### config.mk
export PLATFORM = sky130hd
export DESIGN_NAME = spi_baud_gen
export DESIGN_NICKNAME = d
export VERILOG_FILES = /design/src/rtl/spi_baud_gen_pkg.sv /design/src/rtl/spi_baud_gen_br_reg.sv /design/src/rtl/spi_baud_gen.sv
export SDC_FILE = /design/constraint.sdc
export NUM_CORES = 1
export LEC_CHECK = 0
export BUFFER_PORTS_ARGS = -buffer_cell sky130_fd_sc_hd__buf_2
export CAP_MARGIN = 0
export CORE_ASPECT_RATIO = 1.4
export CORE_MARGIN = 2
export CORE_UTILIZATION = 40
export CTS_CLUSTER_DIAMETER = 120
export DETAILED_ROUTE_END_ITERATION = 16
export PLACE_DENSITY = 0.68
export SKIP_CTS_REPAIR_TIMING = 1
export SYNTH_ARGS = -nofsm -noshare
export SYNTH_HDL_FRONTEND = slang
export SYNTH_SLANG_ARGS = --single-unit
### constraint.sdc
create_clock -name clk -period 4.6 [get_ports clk]
set_input_delay 1.15 -clock clk [delete_from_list [all_inputs] [get_ports clk]]
set_output_delay 1.15 -clock clk [all_outputs]
set_load 0.01 [all_outputs]
### src/rtl/spi_baud_gen_pkg.sv
`default_nettype none
// ============================================================================
//  Module      : spi_baud_gen_pkg
//  Description : Shared definitions for the SPI baud-rate generator:
//                FSM state encoding and SPIBR field placement helpers.
//  Revision    : 1.0  initial release
// ============================================================================
package spi_baud_gen_pkg;

    // Frame sequencer states
    typedef enum logic [0:0] {
        ST_IDLE = 1'b0,
        ST_RUN  = 1'b1
    } state_t;

    // SPIBR layout: SPR at the bottom, one reserved bit, then SPPR, then
    // one reserved bit at the top.
    localparam int SPR_LSB = 0;

    function automatic int sppr_lsb(input int spr_w);
        return spr_w + 1;
    endfunction

    function automatic int br_reg_width(input int sppr_w, input int spr_w);
        return sppr_w + spr_w + 2;
    endfunction

endpackage : spi_baud_gen_pkg
`default_nettype wire

### src/rtl/spi_baud_gen_br_reg.sv
`default_nettype none
// ============================================================================
//  Module      : spi_baud_gen_br_reg
//  Description : SPIBR register. Writes are accepted only while the frame
//                sequencer is idle; reserved bits always store 0.
//  Ports       : clk, rst_n       clock / async active-low reset
//                i_we, i_wdata    write strobe and data
//                i_idle           write enable gate (sequencer idle)
//                o_rdata          register readback
//                o_spr, o_sppr    decoded shift and prescaler fields
//  Revision    : 1.0  initial release
// ============================================================================
module spi_baud_gen_br_reg
    import spi_baud_gen_pkg::*;
#(
    parameter int SPPR_W = 3,
    parameter int SPR_W  = 3,
    parameter int REG_W  = SPPR_W + SPR_W + 2
) (
    input  logic              clk,
    input  logic              rst_n,
    input  logic              i_we,
    input  logic [REG_W-1:0]  i_wdata,
    input  logic              i_idle,
    output logic [REG_W-1:0]  o_rdata,
    output logic [SPR_W-1:0]  o_spr,
    output logic [SPPR_W-1:0] o_sppr
);

    // Reserved bit positions: the gap above SPR and the MSB.
    localparam logic [REG_W-1:0] c_RSVD_MASK =
        (REG_W'(1) << SPR_W) | (REG_W'(1) << (REG_W - 1));

    logic [REG_W-1:0] r_reg;

    always_ff @(posedge clk or negedge rst_n) begin
        if (!rst_n) begin
            r_reg <= '0;
        end else if (i_we && i_idle) begin
            r_reg <= i_wdata & ~c_RSVD_MASK;
        end
    end

    assign o_rdata = r_reg;
    assign o_spr   = r_reg[SPR_LSB +: SPR_W];
    assign o_sppr  = r_reg[sppr_lsb(SPR_W) +: SPPR_W];

endmodule : spi_baud_gen_br_reg
`default_nettype wire

### src/rtl/spi_baud_gen.sv
`default_nettype none
// ============================================================================
//  Module      : spi_baud_gen
//  Description : SPI baud-rate generator. SCK half-period is
//                (SPPR+1)*2^SPR clk cycles; each start runs one frame of
//                2*DATA_W SCK toggles with lead/trail strobes and a done
//                pulse on the final toggle.
//  Ports       : clk, rst_n                 clock / async active-low reset
//                i_br_we, i_br_wdata        SPIBR write port
//                o_br_rdata                 SPIBR readback
//                i_cpol                     idle clock level
//                i_start, i_abort           frame control
//                o_busy                     frame in progress
//                o_sck                      serial clock (registered)
//                o_lead_edge, o_trail_edge  odd / even SCK toggle strobes
//                o_done                     end-of-frame strobe
//  Revision    : 1.0  initial release
// ============================================================================
module spi_baud_gen
    import spi_baud_gen_pkg::*;
#(
    parameter  int SPPR_W = 3,
    parameter  int SPR_W  = 3,
    parameter  int DATA_W = 8,
    localparam int REG_W  = SPPR_W + SPR_W + 2,
    localparam int CNT_W  = SPPR_W + 2**SPR_W - 1,
    localparam int EC_W   = $clog2(2*DATA_W + 1)
) (
    input  logic             clk,
    input  logic             rst_n,
    input  logic             i_br_we,
    input  logic [REG_W-1:0] i_br_wdata,
    output logic [REG_W-1:0] o_br_rdata,
    input  logic             i_cpol,
    input  logic             i_start,
    input  logic             i_abort,
    output logic             o_busy,
    output logic             o_sck,
    output logic             o_lead_edge,
    output logic             o_trail_edge,
    output logic             o_done
);

    localparam logic [EC_W-1:0] c_LAST_EDGE = EC_W'(2*DATA_W - 1);

    logic [SPR_W-1:0]  w_spr;
    logic [SPPR_W-1:0] w_sppr;
    logic [CNT_W-1:0]  w_half_m1;

    state_t            r_state,    w_state_nxt;
    logic [CNT_W-1:0]  r_cnt,      w_cnt_nxt;
    logic [CNT_W-1:0]  r_half_m1,  w_half_m1_nxt;
    logic [EC_W-1:0]   r_edge_cnt, w_edge_cnt_nxt;
    logic              r_sck,      w_sck_nxt;
    logic              r_lead,     w_lead_nxt;
    logic              r_trail,    w_trail_nxt;
    logic              r_done,     w_done_nxt;
    logic              r_cpol_q,   w_cpol_q_nxt;

    spi_baud_gen_br_reg #(
        .SPPR_W (SPPR_W),
        .SPR_W  (SPR_W),
        .REG_W  (REG_W)
    ) u_br_reg (
        .clk     (clk),
        .rst_n   (rst_n),
        .i_we    (i_br_we),
        .i_wdata (i_br_wdata),
        .i_idle  (r_state == ST_IDLE),
        .o_rdata (o_br_rdata),
        .o_spr   (w_spr),
        .o_sppr  (w_sppr)
    );

    // half-1 = ((SPPR+1) << SPR) - 1 = (SPPR << SPR) + (2^SPR - 1).
    // The two terms occupy disjoint bits, so OR replaces the add and the
    // result always fits CNT_W without an intermediate wider value.
    assign w_half_m1 = (CNT_W'(w_sppr) << w_spr) |
                       ((CNT_W'(1) << w_spr) - CNT_W'(1));

    always_ff @(posedge clk or negedge rst_n) begin
        if (!rst_n) begin
            r_state    <= ST_IDLE;
            r_cnt      <= '0;
            r_half_m1  <= '0;
            r_edge_cnt <= '0;
            r_sck      <= 1'b0;
            r_lead     <= 1'b0;
            r_trail    <= 1'b0;
            r_done     <= 1'b0;
            r_cpol_q   <= 1'b0;
        end else begin
            r_state    <= w_state_nxt;
            r_cnt      <= w_cnt_nxt;
            r_half_m1  <= w_half_m1_nxt;
            r_edge_cnt <= w_edge_cnt_nxt;
            r_sck      <= w_sck_nxt;
            r_lead     <= w_lead_nxt;
            r_trail    <= w_trail_nxt;
            r_done     <= w_done_nxt;
            r_cpol_q   <= w_cpol_q_nxt;
        end
    end

    always_comb begin
        w_state_nxt    = r_state;
        w_cnt_nxt      = r_cnt;
        w_half_m1_nxt  = r_half_m1;
        w_edge_cnt_nxt = r_edge_cnt;
        w_sck_nxt      = r_sck;
        w_lead_nxt     = 1'b0;
        w_trail_nxt    = 1'b0;
        w_done_nxt     = 1'b0;
        w_cpol_q_nxt   = r_cpol_q;

        case (r_state)
            ST_IDLE: begin
                w_sck_nxt = i_cpol;
                if (i_start) begin
                    w_state_nxt    = ST_RUN;
                    w_cpol_q_nxt   = i_cpol;
                    w_cnt_nxt      = '0;
                    w_edge_cnt_nxt = '0;
                    // Divisor snapshot keeps the frame rate constant.
                    w_half_m1_nxt  = w_half_m1;
                end
            end
            ST_RUN: begin
                if (i_abort) begin
                    w_state_nxt    = ST_IDLE;
                    w_sck_nxt      = r_cpol_q;
                    w_cnt_nxt      = '0;
                    w_edge_cnt_nxt = '0;
                end else if (r_cnt == r_half_m1) begin
                    w_cnt_nxt      = '0;
                    w_sck_nxt      = ~r_sck;
                    w_edge_cnt_nxt = r_edge_cnt + EC_W'(1);
                    // Toggle number = r_edge_cnt+1: odd -> lead, even -> trail.
                    w_lead_nxt     = ~r_edge_cnt[0];
                    w_trail_nxt    = r_edge_cnt[0];
                    if (r_edge_cnt == c_LAST_EDGE) begin
                        // Busy drops together with the final toggle so the
                        // frame occupies exactly 2*DATA_W half-periods.
                        w_done_nxt  = 1'b1;
                        w_state_nxt = ST_IDLE;
                    end
                end else begin
                    w_cnt_nxt = r_cnt + CNT_W'(1);
                end
            end
            default: begin
                w_state_nxt = ST_IDLE;
            end
        endcase
    end

    assign o_busy       = (r_state == ST_RUN);
    assign o_sck        = r_sck;
    assign o_lead_edge  = r_lead;
    assign o_trail_edge = r_trail;
    assign o_done       = r_done;

endmodule : spi_baud_gen
`default_nettype wire

# After elaboration in Yosys (flattened, before gate mapping)
# Index checks and enable logic that the tools add are counted.
dict set report totals {
  output_inout_bits 13
  inputBits 14
  reg_bits 37
}
dict set report classes {
  n_shift 2
  n_eq_ne 4
  mux 26
  add_sub_neg 3
  n_reduce_logical 3
  bitwise_logic 4
}
# operator n
set ops {}
lappend ops {{10-bit 2-to-1 mux} 3}
lappend ops {{10-bit case mux with 2 select lines} 1}
lappend ops {{1-bit 2-to-1 mux} 16}
lappend ops {{5-bit 2-to-1 mux} 3}
lappend ops {{10-bit by 1-bit adder with 10-bit output (second input constant)} 1}
lappend ops {{10-bit == test} 1}
lappend ops {{10-bit OR} 1}
lappend ops {{5-bit case mux with 2 select lines} 1}
lappend ops {{1-bit by 3-bit left shift with 10-bit output (first input constant)} 1}
lappend ops {{3-bit by 3-bit left shift with 10-bit output} 1}
lappend ops {{10-bit by 1-bit subtractor with 10-bit output (second input constant)} 1}
lappend ops {{5-bit by 1-bit adder with 5-bit output (second input constant)} 1}
lappend ops {{5-bit by 4-bit == test with 1-bit output (second input constant)} 1}
lappend ops {{1-bit case mux with 2 select lines} 2}
lappend ops {{2-bit AND reduction} 2}
lappend ops {{3-bit by 2-bit inequality test with 1-bit output (second input constant)} 1}
lappend ops {{1-bit inverter} 3}
lappend ops {{2-bit inequality test (second input constant)} 1}
lappend ops {{1-bit logical AND} 1}

# Depth between registers and ports, before layout
# Gate-level depths: netlist of the first run.
dict set report logic_depth {
  ltp_word 5
  ltp_mapped 7
  mapped_depth_nobuf 5
}

# By module
# Synthesis of the first run repeated with hierarchy kept, for this count alone.
dict set report unflattened {
  cells_unflattened 188
  hier_area_um2 1954.4
}
# module cells_per_inst area_each_um2 seq_area_each_um2 instances
set modules_own_cells {}
lappend modules_own_cells {spi_baud_gen 166 1639.1 775.7 1}
lappend modules_own_cells {spi_baud_gen_br_reg 22 315.3 150.1 1}

# Worst setup path after synthesis of the first run
# OpenSTA, ideal clock, no wires.
dict set report synth_timing {
  path_kind {input to register}
  from {in i_abort}
  to {reg r_cnt[8]}
  required_time_ps 4517
  path_buffers 1
  cell_stages 5
  path_slack_ps 2432
  arrival_ps 2085
  cell_sequence {nor2b_1 clkbuf_1 o31ai_2 or3_1 o21ai_0}
}
dict set report synth_between {
  elab_chain_cells 2
}
# element line
set synth_lines {}
lappend synth_lines {{start: declaration} spi_baud_gen.sv:36} ;# input logic i_abort,
lappend synth_lines {{10-bit 2-to-1 mux} spi_baud_gen.sv:129} ;# if (i_abort) begin
lappend synth_lines {{10-bit case mux with 2 select lines} spi_baud_gen.sv:116} ;# case (r_state)
lappend synth_lines {{end signal: assignment} spi_baud_gen.sv:94} ;# r_cnt <= w_cnt_nxt;
lappend synth_lines {{end: declaration} spi_baud_gen.sv:51} ;# logic [CNT_W-1:0] r_cnt, w_cnt_nxt;
# No other way between the ends.
# A chain may end at the register's enable or synchronous reset.

# Worst setup path in the final report of the first run
dict set report layout_timing {
  from {reg r_state, in the netlist o_busy}
  to {out o_busy}
}
# element line
set layout_lines {}
lappend layout_lines {{start: declaration} spi_baud_gen.sv:50} ;# state_t r_state, w_state_nxt;
lappend layout_lines {{start signal: assignment} spi_baud_gen.sv:93} ;# r_state <= w_state_nxt;
lappend layout_lines {{end: declaration} spi_baud_gen.sv:37} ;# output logic o_busy,
# No word-level cell between the ends.

==> flow_summary.json, run 1 <==
{
  "crit_chain": "buf_2",
  "setup-violations-final": 0,
  "place_ws_ns": 2.29,
  "clk_pin_slew_ns": 0.07,
  "min_from": "r_cpol_q$_DFFE_PN0P_",
  "port_buffers": 22,
  "relSlewSlack": 0.461,
  "drt_iter0_drc": 22,
  "fp-row-count": 29,
  "drt.antenna.violating_nets": 0,
  "r2r_setup_slack_ns": 2.46,
  "syn_inst": 184,
  "fin_setup_tns_ns": 0,
  "yosysTopAreaCell": "dfrtp_1",
  "overflow": 0,
  "r2r_end": "r_edge_cnt[4]$_DFFE_PN0P_",
  "worstPathMaxFanout": 12,
  "drt_pass1_iterations": 4,
  "max_freq_mhz": 458,
  "cts_sinks": 37,
  "clock_path_buffers": 2,
  "fillerInstances": 447,
  "yosysSeqAreaShare": 0.504,
  "syn2layout_area_growth_pct": 12.4,
  "cpPeakStageDelay_ns": 0.55,
  "synth_top_area_share": 0.504,
  "hp-class": "register to register",
  "die_area_um2": 5160,
  "grt_pass1_vias": 1362,
  "worst_slack_ns": 2.41,
  "ios": 27,
  "num_vias": 1377,
  "critPathKind": "register to output pin",
  "whs_ns": 0.475,
  "maxSlewViolCount": 0,
  "wl_um": 3590,
  "power.leakage_nw": 0.985,
  "worstMarginPinSlew_ns": 0.809,
  "ys_warn_count": 0,
  "antenna_found_initial": 0,
  "numCtsBuffers": 5,
  "cts_root_buffer": "clkbuf_8",
  "drive_gt1_frac": 0.191,
  "r2r_start": "r_cnt[2]$_DFFE_PN0N_",
  "synth.area.top_cells": "dfrtp_1 (50%), xnor2_1 (5.2%), mux2_2 (4.3%)",
  "netlist_area_um2": 1840,
  "critPathTopFamily": "flip-flops",
  "avgSynthCellArea_um2": 9.98,
  "clk_latency_ns": 0.29,
  "htreeDepth": 2,
  "route.detailed.drc": 0,
  "die_h_um": 84.2,
  "start_kind": "register",
  "dp.final_hpwl_um": 2610,
  "mostFrequentLayoutCell": "dfrtp_1",
  "cp-startpoint": "o_busy$_DFF_PN0_",
  "diodes": 0,
  "layout.nets": 221,
  "status": "finished, final reports clean",
  "wl_per_cell_um": 13.5,
  "critical_path_buf_inv_count": 1,
  "crit_slowest_cell": "dfrtp_1",
  "grtUsageTotal": 0.167,
  "via_per_inst": 5.18,
  "final_core_util": 0.463,
  "yosysUniqueCellTypes": 36,
  "cts_tree": "built",
  "grt_start_max_net_pins": 38,
  "cp-end-kind": "output pin",
  "start_util": 0.412,
  "final_cells": 266,
  "fin_crit_ns": 2.19,
  "hold_end": "r_cpol_q$_DFFE_PN0P_",
  "dpl.cell_count": 259,
  "drv_cap": 0,
  "rsz0062_at_grt": "no",
  "fp.coreArea_um2": 4460,
  "finClkSkew_ns": 0.00392,
  "layout_common_cells": "dfrtp_1 (37), buf_2 (22), nand2_1 (19), nor2_1 (19), xnor2_1 (11)",
  "p_per_area_nw_per_um2": 397,
  "grt_first_pass_wirelength_um": 6310,
  "hold_viol": 0,
  "min_period_over_period": 0.475,
  "cp.arrival_ns": 1.04,
  "synth_seq_cells": 37,
  "reg2regPathDepth": 5,
  "fp.dieW_um": 61.3,
  "critPathRequiredTime_ns": 3.45,
  "routabilityCongestion": 0.836,
  "hold_depth": 2,
  "ir_drop_mv": 0.199
}
sequential cells by signal (all words and copies together), names as in the netlist:
register	flops
o_busy	1
o_done	1
o_sck	1
r_half_m1	10
r_cpol_q	1
r_cnt	10
r_edge_cnt	5
o_trail_edge	1
u_br_reg.o_rdata	6
o_lead_edge	1
how the worst max path moves through the flow:
stage | to | cells after the start
final | o_busy | 1
after global routing | r_edge_cnt[4]$_DFFE_PN0P_ | 5
after CTS | o_busy | 1
after detailed placement | r_edge_cnt[1]$_DFFE_PN0P_ | 6
after global placement | r_edge_cnt[1]$_DFFE_PN0P_ | 6
after floorplan | r_cnt[8]$_DFFE_PN0N_ | 5
kinds of logic (layout without fill, tap and decap cells):
family / count (synthesis) / count (layout) / synth area share
other: 1 / 2 / 0.00204
buffers and inverters: 15 / 34 / 0.0395
AO/OA/AOI/OAI: 36 / 36 / 0.138
adder cells (fa/ha/maj): 3 / 3 / 0.0204
XOR/XNOR: 14 / 14 / 0.0708
AND/OR/NAND/NOR: 71 / 71 / 0.183
multiplexers: 7 / 7 / 0.0429
flip-flops: 37 / 37 / 0.504
area by class of cell:
cell class / instances / area [um^2] / area share
multi-input combinational: 133 / 842 / 0.408
tap: 62 / 77.6 / 0.0376
clock buffer: 7 / 86.3 / 0.0418
sequential: 37 / 926 / 0.448
timing repair buffer: 23 / 118 / 0.0570
inverter: 4 / 15.0 / 0.00727
synthesized netlist by cell type (all sizes together):
cell type   n
a211o       4
a21oi       6
o211a       1
nor3b       1
clkbuf      7
a31oi       5
buf         4
o31ai       4
nand2b      2
xnor2      12
dfrtp      37
ha          3
inv         4
nand4       2
nand3       6
xor2        2
mux2        7
nor3        6
o22ai       1
nor2b       3
and3        8
nor4        1
nand2      19
nor2       19
o2111ai     1
or3         3
or2         1
conb        1
o21ai       7
o32ai       1
a21o        3
a32o        3
stage by stage:
stage | instance area, um^2 | total power [mW]
4_1_cts | 2060 | 0.826
5_1_grt | 2060 | 0.863
3_5_place_dp | 1980 | 0.597
3_3_place_gp | 1980 | 0.592
6_report | 2060 | 0.819
2_1_floorplan | 1840 | 0.542
where the power goes:
group          switching [mW]  internal (mW)  total [mW]  leakage, nW
Clock                   0.111          0.119       0.230       0.0443
Combinational          0.0906         0.0800       0.171        0.462
Sequential             0.0493          0.369       0.418        0.478
Total                   0.251          0.568       0.819        0.985
per-layer routing:
metal  GRT usage  part of all wire
met5           0                 0
met4       0.105             0.037
met3      0.0431             0.035
met2       0.259              0.50
met1       0.197              0.43
Note: power is estimated with default switching activity, not from simulation.
==> inputs of run 2 (changes only) <==
PLACE_DENSITY = 0.71   (was 0.68)
clock period = 1.9 ns   (was 4.6 ns; I/O delays follow)
==> run 2 against run 1 <==
Combinational power grew to 2.9 times the previous value. Highest routed layer unchanged. Clock skew grew 0.0036 ns. First-iteration DRC count fell by 18%. Register-to-register slack got worse by 2.4 ns.
==> flow_summary.json, run 2 (synthesis results as in run 1) <==
{
  "grtUsageTotal": 0.170,
  "ir_drop_mv": 0.948,
  "layout.nets": 244,
  "critPathRequiredTime_ns": 2.08,
  "rsz0062_at_grt": "no",
  "worstMarginPinSlew_ns": 0.680,
  "fillerInstances": 413,
  "finClkSkew_ns": 0.00749,
  "r2r_setup_slack_ns": 0.07,
  "routabilityCongestion": 0.839,
  "setup-violations-final": 0,
  "fin_total_pwr_mw": 2.21,
  "antenna_found_initial": 0,
  "drt_pass1_iterations": 4,
  "drt_iter0_drc": 18,
  "cpPeakStageDelay_ns": 0.46,
  "cts_sinks": 37,
  "p_int_mw": 1.57,
  "cts_tree": "built",
  "maxSlewViolCount": 0,
  "layout_common_cells": "dfrtp_1 (37), buf_2 (22), buf_4 (22), nand2_1 (19), nor2_1 (19)",
  "clockPowerShare": 0.322,
  "clk_latency_ns": 0.29,
  "pwr-share-seq": 0.452,
  "r2r_start": "r_cnt[9]$_DFFE_PN0N_",
  "drive_gt1_frac": 0.294,
  "dp.final_hpwl_um": 2880,
  "crit_slowest_cell": "or3_4",
  "reg2regPathDepth": 5,
  "mostFrequentLayoutCell": "dfrtp_1",
  "place_ws_ns": -0.0641,
  "cp-startpoint": "r_cnt[9]$_DFFE_PN0N_",
  "swShare": 0.293,
  "relSlewSlack": 0.545,
  "worstPathMaxFanout": 6,
  "cp.arrival_ns": 2.02,
  "clk_pin_slew_ns": 0.08,
  "die_h_um": 84.2,
  "critPathKind": "register to register",
  "status": "finished, final reports clean",
  "fp-row-count": 29,
  "fp.dieW_um": 61.3,
  "cts_root_buffer": "clkbuf_8",
  "combPwrFrac": 0.227,
  "worst_slack_ns": 0.0690,
  "p_per_area_nw_per_um2": 960,
  "start_kind": "register",
  "crit_chain": "xnor2_1, nand4_1, or3_4, o211a_1, a211o_1",
  "ios": 27,
  "diodes": 0,
  "fin_crit_ns": 1.83,
  "final_cells": 290,
  "htreeDepth": 2,
  "clock_path_buffers": 2,
  "max_freq_mhz": 546,
  "hp-class": "input port to asynchronous set/reset pin",
  "grt_pass1_vias": 1437,
  "drt.antenna.violating_nets": 0,
  "num_vias": 1453,
  "drv_cap": 0,
  "power.leakage_nw": 1.12,
  "p_sw_uw": 648,
  "numCtsBuffers": 5,
  "fin_setup_tns_ns": 0,
  "wl_per_cell_um": 13.3,
  "cp-end-kind": "register",
  "grt_first_pass_wirelength_um": 6380,
  "critical_path_buf_inv_count": 0,
  "wl_um": 3860,
  "r2r_end": "r_edge_cnt[3]$_DFFE_PN0P_",
  "port_buffers": 22,
  "fp.coreArea_um2": 4460,
  "route.detailed.drc": 0,
  "critPathTopFamily": "simple AND/OR/NAND/NOR gates",
  "die_area_um2": 5160,
  "syn2layout_area_growth_pct": 25.7,
  "hold_viol": 0,
  "min_period_over_period": 0.964,
  "grt_start_max_net_pins": 38,
  "dpl.cell_count": 279,
  "overflow": 0,
  "start_util": 0.412,
  "via_per_inst": 5.01
}
==> run 2: how the worst max path moves through the flow <==
stage,cells after the start,to
global route,5,r_edge_cnt[3]$_DFFE_PN0P_
CTS,7,r_cnt[3]$_DFFE_PN0N_
floorplan,7,o_sck$_DFFE_PN0P_
finish,5,r_edge_cnt[3]$_DFFE_PN0P_
global placement,5,o_sck$_DFFE_PN0P_
detailed placement,7,r_cnt[5]$_DFFE_PN0N_
==> run 2: per-stage QoR <==
step | area [um^2] | hold slack (ns) | utilization
detailed placement | 2130 | 0.488 | 0.477
global placement | 2130 | 0.461 | 0.477
floorplan | 1840 | 0.179 | -
finish | 2310 | 0.211 | 0.517
global route | 2310 | 0.263 | 0.517
CTS | 2250 | 0.222 | 0.504
==> run 2: area by class of cell <==
type	instances	area [um^2]	share of cell area
Multi-Input combinational cell	133	872	0.378
Clock buffer	6	82.6	0.0358
Tap cell	62	77.6	0.0336
Clock inverter	2	37.5	0.0163
Timing Repair Buffer	46	298	0.129
Inverter	4	15.0	0.00650
Sequential cell	37	926	0.401
==> run 2: routing by layer <==
metal,part of all wire,wire length [um],global-route usage,vias up
li1,-,-,-,732
met1,0.38,1480,0.187,683
met2,0.56,2150,0.285,31
met3,0.035,137,0.0370,7
met4,0.025,97,0.101,0
met5,0,0,0,-
==> run 2: power groups by stage <==
stage	Clock, mW	Sequential [mW]	Combinational, mW
after floorplan	0	0.999	0.312
after detailed placement	0	1.02	0.474
after CTS	0.731	1.00	0.475
final	0.712	1.00	0.502
after global routing	0.760	1.02	0.557
after global placement	0	1.01	0.463
==> inputs of run 3 (changes only) <==
PLACE_DENSITY = 0.62   (was 0.71)
==> run 3 against run 2 <==
Sequential share of layout area up 1.2 points. Cell count down 2.8%. First-iteration DRC count rose to 3.5 times the previous value. Global-route usage about the same. Largest cell class unchanged.
==> flow_summary.json, run 3 (synthesis results as in run 1) <==
{
  "port_buffers": 22,
  "grt_first_pass_wirelength_um": 6610,
  "wl_met3_um": 122,
  "mostFrequentLayoutCell": "dfrtp_1",
  "critPathRequiredTime_ns": 2.08,
  "r2r_start": "r_cnt[7]$_DFFE_PN0N_",
  "max_freq_mhz": 551,
  "fp-row-count": 29,
  "layout_common_cells": "dfrtp_1 (36), buf_2 (22), nand2_1 (19), nor2_1 (19), buf_4 (16)",
  "start_kind": "register",
  "final_cells": 282,
  "relSlewSlack": 0.581,
  "die_h_um": 84.2,
  "cp.arrival_ns": 2.00,
  "via_per_inst": 5.08,
  "wl_per_cell_um": 13.6,
  "drt.antenna.violating_nets": 0,
  "wl_met2_um": 2030,
  "routabilityCongestion": 0.806,
  "start_util": 0.412,
  "num_vias": 1433,
  "layout.nets": 237,
  "clk_latency_ns": 0.30,
  "fp.coreArea_um2": 4460,
  "drt_iter0_drc": 63,
  "clk_pin_slew_ns": 0.08,
  "dpl.cell_count": 276,
  "grt_pass1_vias": 1487,
  "numCtsBuffers": 5,
  "wl_um": 3830,
  "ios": 27,
  "worstMarginPinSlew_ns": 0.627,
  "setup-violations-final": 0,
  "hold_viol": 0,
  "dp.final_hpwl_um": 2900,
  "final_core_util": 0.503,
  "drt_pass1_iterations": 4,
  "drive_gt1_frac": 0.291,
  "worst_slack_ns": 0.0851,
  "top_layer_used": "met4",
  "maxSlewViolCount": 0,
  "diodes": 0,
  "overflow": 0,
  "cp-end-kind": "register",
  "rsz0062_at_grt": "yes",
  "finClkSkew_ns": 0.00705,
  "ir_drop_mv": 0.598,
  "wl_met1_um": 1550,
  "grtUsageTotal": 0.170,
  "antenna_found_initial": 0,
  "hp-class": "input port to asynchronous set/reset pin",
  "cp-startpoint": "r_cnt[7]$_DFFE_PN0N_",
  "power.leakage_nw": 1.08,
  "fin_crit_ns": 1.81,
  "cts_sinks": 37,
  "whs_ns": 0.129,
  "status": "finished, final reports clean",
  "clock_path_buffers": 2,
  "drv_cap": 0,
  "grt_start_max_net_pins": 21,
  "cts_tree": "built",
  "fp.dieW_um": 61.3,
  "die_area_um2": 5160,
  "route.detailed.drc": 0,
  "p_per_area_nw_per_um2": 919,
  "htreeDepth": 2,
  "syn2layout_area_growth_pct": 22.2,
  "place_ws_ns": 0.0317,
  "critPathKind": "register to register",
  "worstPathMaxFanout": 5,
  "reg2regPathDepth": 5,
  "cts_root_buffer": "clkbuf_8",
  "min_period_over_period": 0.955
}
==> run 3: layer usage <==
layer / track usage / up-vias
met4: 0.0889 / 0
met5: 0 / -
li1: - / 715
met2: 0.285 / 33
met1: 0.196 / 675
met3: 0.0324 / 10
==> run 3: per-stage QoR <==
step / cell area, um^2 / TNS [ns] / total power, mW
floorplan: 1840 / 0 / 1.31
global placement: 2120 / 0 / 1.48
detailed placement: 2120 / 0 / 1.49
CTS: 2210 / 0 / 2.06
global route: 2240 / -0.238 / 2.19
finish: 2240 / 0 / 2.06
==> run 3: final timing paths <==
| path | end | slack, ns |
|---|---|---|
| setup / recovery | o_sck$_DFFE_PN0P_ | 0.09 |
| hold / removal | r_edge_cnt[0]$_DFFE_PN0P_ | 0.13 |
| setup reg to reg | o_sck$_DFFE_PN0P_ | 0.09 |
| hold reg to reg | r_cpol_q$_DFFE_PN0P_ | 0.48 |
| max in group asynchronous | u_br_reg.o_rdata[5]$_DFFE_PN0P_ | 1.30 |
| min in group clk | r_cpol_q$_DFFE_PN0P_ | 0.38 |
==> run 3: area by class of cell <==
type,instances,area [um^2]
repair buffers,39,250
well taps,62,77.6
fillers,426,2220
flip-flops and latches,37,927
inverters,4,15.0
multi-input cells,133,885
clock inverters,1,7.51
clock buffers,6,82.6
==> run 3: worst max-delay path, stage by stage, from the launching register on <==
cell	delay, ns
dfrtp_1	0.45
xnor2_1	0.18
nand4_1	0.15
or3_4	0.44
and3_4	0.19
or3_1	0.30
==> run 3: where the power goes <==
group / switching [mW] / total [mW] / internal (mW)
logic: 0.243 / 0.485 / 0.243
registers: 0.116 / 1.01 / 0.893
clock network: 0.283 / 0.570 / 0.287
